`config.mk`:
```
export PLATFORM = sky130hd
export DESIGN_NAME = uart_transmitter
export DESIGN_NICKNAME = d
export VERILOG_FILES = /design/src/rtl/uart_transmitter.sv
export SDC_FILE = /design/constraint.sdc
export NUM_CORES = 1
export LEC_CHECK = 0
export CORE_MARGIN = 10
export CORE_UTILIZATION = 50
export CTS_CLUSTER_DIAMETER = 150
export DETAILED_ROUTE_END_ITERATION = 7
export PLACE_DENSITY = 0.79
export SYNTH_ARGS = -nofsm -noshare
export SYNTH_HDL_FRONTEND = slang
export SYNTH_SLANG_ARGS = --single-unit
```
`constraint.sdc`:
```
create_clock -name clc -period 2.64 [get_ports clc]
set_input_delay 0.528 -clock clc [delete_from_list [all_inputs] [get_ports clc]]
set_output_delay 0.528 -clock clc [all_outputs]
set_load 0.05 [all_outputs]
```
`src/rtl/uart_transmitter.sv`:
```
// UART transmit half: start bit, 8 data bits LSB first, optional even parity, 1 or 2 stop bits.
// The requester holds TRANSMITTER_PRIZNAK until the end pulse and must drop it before the next frame.
module uart_transmitter #(
  parameter int CLKS_PER_BIT = 5208,
  parameter int PARITY_EN    = 0,
  parameter int STOP_BITS    = 1
) (
  input  logic       clc,
  input  logic       res,
  input  logic       TRANSMITTER_PRIZNAK,
  input  logic [7:0] word_transmitter,
  output logic       tx,
  output logic       priznak_end_transmitter,
  output logic       busy
);

  localparam int BW = (CLKS_PER_BIT > 1) ? $clog2(CLKS_PER_BIT) : 1;
  localparam logic [BW-1:0] BAUD_LAST = BW'(CLKS_PER_BIT - 1);
  localparam logic [2:0]    STOP_LAST = 3'(STOP_BITS - 1);

  localparam logic [2:0] S_IDLE   = 3'd0;
  localparam logic [2:0] S_START  = 3'd1;
  localparam logic [2:0] S_DATA   = 3'd2;
  localparam logic [2:0] S_PARITY = 3'd3;
  localparam logic [2:0] S_STOP   = 3'd4;
  localparam logic [2:0] S_DONE   = 3'd5;

  logic [2:0]    r_state;
  logic [BW-1:0] r_baud;
  logic [2:0]    r_bit;
  logic [7:0]    r_shift;
  logic          r_parity;
  logic          r_armed;
  logic          r_tx;
  logic          r_end;
  logic          r_busy;

  logic w_bit_done;
  logic w_start;

  assign w_bit_done = (r_baud == BAUD_LAST);
  assign w_start    = (r_state == S_IDLE) && TRANSMITTER_PRIZNAK && r_armed;

  always_ff @(posedge clc) begin
    if (!res) begin
      r_state  <= S_IDLE;
      r_baud   <= '0;
      r_bit    <= '0;
      r_shift  <= '0;
      r_parity <= 1'b0;
      r_armed  <= 1'b1;
      r_tx     <= 1'b1;
      r_end    <= 1'b0;
      r_busy   <= 1'b0;
    end else begin
      // armed re-arms only once the requester has released its level request
      if (!TRANSMITTER_PRIZNAK) r_armed <= 1'b1;
      r_end <= 1'b0;
      if (r_state != S_IDLE && r_state != S_DONE)
        r_baud <= w_bit_done ? '0 : r_baud + BW'(1);

      case (r_state)
        S_IDLE: begin
          if (w_start) begin
            r_state  <= S_START;
            r_armed  <= 1'b0;
            r_shift  <= word_transmitter;
            r_parity <= ^word_transmitter;
            r_tx     <= 1'b0;
            r_busy   <= 1'b1;
            r_baud   <= '0;
          end
        end
        S_START: begin
          if (w_bit_done) begin
            r_state <= S_DATA;
            r_bit   <= '0;
            r_tx    <= r_shift[0];
          end
        end
        S_DATA: begin
          if (w_bit_done) begin
            r_shift <= {1'b0, r_shift[7:1]};
            if (r_bit == 3'd7) begin
              r_bit <= '0;
              if (PARITY_EN != 0) begin
                r_state <= S_PARITY;
                r_tx    <= r_parity;
              end else begin
                r_state <= S_STOP;
                r_tx    <= 1'b1;
              end
            end else begin
              r_bit <= r_bit + 3'd1;
              r_tx  <= r_shift[1];
            end
          end
        end
        S_PARITY: begin
          if (w_bit_done) begin
            r_state <= S_STOP;
            r_bit   <= '0;
            r_tx    <= 1'b1;
          end
        end
        S_STOP: begin
          if (w_bit_done) begin
            if (r_bit == STOP_LAST) begin
              r_state <= S_DONE;
              r_bit   <= '0;
              r_end   <= 1'b1;
            end else begin
              r_bit <= r_bit + 3'd1;
            end
          end
        end
        S_DONE: begin
          r_state <= S_IDLE;
          r_busy  <= 1'b0;
        end
        default: r_state <= S_IDLE;
      endcase
    end
  end

  assign tx                      = r_tx;
  assign priznak_end_transmitter = r_end;
  assign busy                    = r_busy;

endmodule

```
==> summary.md <==
| Metric | Value |
|---|---|
| Setup violators final | 0 |
| DRC Markers | 0 |
| # IOs | 14 |
| Instance count on the critical path | 1 |
| YS warnings | 0 |
| Most area-hungry cell type in the Yosys netlist | dfxtp_1 |
| Clock Path Buffers | 2 |
| M2 GR Usage | approximately 20% |
| Nature of the critical path startpoint | register |
| DR WL/cell | between 10 and 15 um |
| Worst Path Max Fanout | 3 |
| Area contributors post-synth | dfxtp_1, o31ai_1, mux2i_1 |
| Antenna Cells | 0 |
| Area grow syn2layout | 12.8% |
| Initial Util | between 50% and 60% |
| Hold crit path type | register to register |
| Avg Inst Size Synth | between 8 and 9 um^2 |
| Die area | about 0.0058 mm^2 |
| RSZ-0062 raised after global routing | false |
| Mapped Cells | approximately 180 |
| Cell Chain, Critical Path | clkdlybuf4s50_1 |
| Critical R2R Launch | r_state[0] |
| Total global routing overflow | 0 |
| Status | complete, no violations |
| Relative slew slack | ~66% |
| Global Route Usage Sum | about 12% |
| Buffers & Inverters on Critical Path | 1 |
| Final min period | 2.05 ns |
| Post-synth top area share | 38.9% |
| CP startpoint | busy |
| Routed Antenna Nets | 0 |
| Core area | about 0.003 mm^2 |
| Clock network power share | around 29% |
| WP data required | roughly 2.1 ns |
| Clk_skew | 0.00385 ns |
| R2R cell count | 4 |
| Via count | 1375 |
| Worst Tran Pin Value | a little over 0.5 ns |
| Int Pwr | roughly 620 uW |
| Top FF cell, synth | dfxtp_1 |
| Die width | 76.5 um |
| Drt first-iter violations | approximately 70 |
| Post-synthesis sequential area ratio | around two fifths |
| Largest net degree at the start of global routing | 19 |
| Combinational Power Share | between 10% and 20% |
| Place WS | around 0.63 ns |
| Syn nets | just under 200 |
| First-pass GRT wire length | 5930 um |
| Max Cap Viol | 0 |
| Setup tns final | 0 ns |
| Synth Cell Area | ~0.0016 mm^2 |
| Met1 usage | a little over an eighth |
| Vias in the first global route | 1354 |
| Power Total | 842 uW |
| Met3 usage | 5.07% |
| Die height | ~76 um |
| Max Fclk | around 0.49 GHz |
| Initial antenna violation count | 0 |
| CTS tree | done |
| Reg2reg setup slack | 0.70 ns |
| RePlAce Congestion | a little over 0.8 |
| Worst IR Drop VDD | about 0.00030 V |
| Yosys reg bits | 31 |
| WP data arrival | around 1.5 ns |
| Critical Path End | busy |
| Number of synthesized flops with an enable pin | 0 |
| Setup ws final | ~0.59 ns |
| Critical R2R Capture | r_baud[12] |
| Period utilisation layout | 77.8% |
| TritonCTS buffer count | 5 |
| Dpl hpwl | roughly 2500 um |
| PD cells | approximately 470 mW/mm^2 |
| Vias per cell | roughly 5.9 |
| Slowest-stage cell, CP | clkdlybuf4s50_1 |
| CTS root buf | clkbuf_4 |
| Sw Ratio | roughly a quarter |
| Crit path max-delay family | buffers and inverters |
| Clock transition at path regs | 0.08 ns |
| Detailed-route wire length | 3350 um |
| Final number of hold-violating endpoints | 0 |
| Top Usage Layer GRT | met2 |
| Sequential power share | approximately three fifths |
| Clock Sinks | 31 |
| Pre-antenna DRT Iters | 4 |
| Worst-skew pair later-pin latency | ~0.33 ns |
| Synth cell types | 38 |
| Ratio of cells with drive above 1 in the final layout | between 7 and 8% |
| Final slew viol count | 0 |
| CP Class | register to output port |
| Final core utilization | 58.9% |
| Post-CTS Setup Bufs | 0 |
| Hold_ws | 0.479 ns |
| Asr flop ratio synth | 0% |
| Placement Rows | 20 |
| Final nets | roughly 210 |
| Cts hold-fix bufs | 0 |
| Worst Setup End Kind | output port |
| P_leak | between 0.6 and 0.7 nW |
| H-Tree Depth | 2 |
| Post-CTS resize count | 0 |
| WHS Path Cells | 2 |
| Switching power | roughly 220 uW |
| Input/output buffers | 13 |
| Max incr delay on CP | ~0.82 ns |
## routing by layer
layer / up-vias / wire [um]
met2: 28 / 1640
li1: 692 / -
met1: 649 / 1480
met5: - / 0
met3: 6 / 185
met4: 0 / 51
## cell type report
cell class	count	area (um^2)
multi-input cells	130	900
inverters	6	22.5
repair buffers	17	160
well taps	44	55.1
clock buffers	6	41.3
flip-flops and latches	31	621
fillers	290	1250
## cell usage after synthesis, types with 4 or more instances
| cell | n |
|---|---|
| a21oi_1 | 11 |
| and3_1 | 4 |
| and4_1 | 4 |
| buf_2 | 6 |
| clkbuf_1 | 6 |
| dfxtp_1 | 31 |
| ha_1 | 4 |
| inv_1 | 6 |
| mux2i_1 | 8 |
| nand2_1 | 10 |
| nand3_1 | 8 |
| nor2_1 | 13 |
| o2111ai_1 | 6 |
| o211ai_1 | 5 |
| o21ai_0 | 9 |
| o31ai_1 | 13 |
| xor2_1 | 9 |
## placed cells by master, fill, tap and decap left out, drive strengths merged, types with 5 or more instances in the layout
master,n
xor2,10
o31ai,13
o2111ai,6
nor2,14
nand3,8
clkdlybuf4s50,13
o211ai,5
a21oi,11
clkbuf,6
o21ai,9
nand2,10
dfxtp,31
mux2i,8
inv,6
## worst min path at each step
stage                           from          to  slack, ns
after floorplan            r_baud[1]   r_baud[1]       0.44
after global placement     r_baud[1]   r_baud[1]       0.45
after detailed placement  r_shift[7]  r_shift[7]       0.47
after CTS                 r_shift[7]  r_shift[7]       0.48
after global routing      r_shift[7]  r_shift[7]       0.51
final                      r_baud[1]   r_baud[1]       0.48
## state kept, by name (all words and copies together), names as in the netlist
register,flops
r_baud,13
r_shift,8
r_bit,3
r_state,3
busy,1
priznak_end_transmitter,1
r_armed,1
tx,1
## power by group through the flow
stage	clock network, mW	logic, mW	registers (mW)
2_1_floorplan	0	0.0589	0.515
3_3_place_gp	0	0.0954	0.511
3_5_place_dp	0	0.0989	0.512
4_1_cts	0.253	0.0989	0.501
5_1_grt	0.273	0.109	0.505
6_report	0.242	0.0984	0.501
## through the flow
stage / cells / instance area [um^2]
5_1_grt: 234 / 1800
3_3_place_gp: 228 / 1760
4_1_cts: 234 / 1800
2_1_floorplan: 179 / 1600
3_5_place_dp: 228 / 1760
6_report: 234 / 1800
## worst register-to-register path, delay by kind of cell, from the launching register on
family,cells,cell delay [ns]
simple gates,2,0.65
xor+xnor,1,0.41
compound gates,1,0.15
flops,1,0.65
## kinds of logic after synthesis
logic type               count (synthesis)  synth area share [%]
flip-flops                              31                  38.9
multiplexers                             8                  5.02
buffers and inverters                   18                  4.71
adder cells (fa/ha/maj)                  4                  3.14
XOR/XNOR                                10                  5.96
AND/OR/NAND/NOR                         56                  19.9
AO/OA/AOI/OAI                           52                  22.4
No activity file was read; power rests on OpenSTA's default activity.
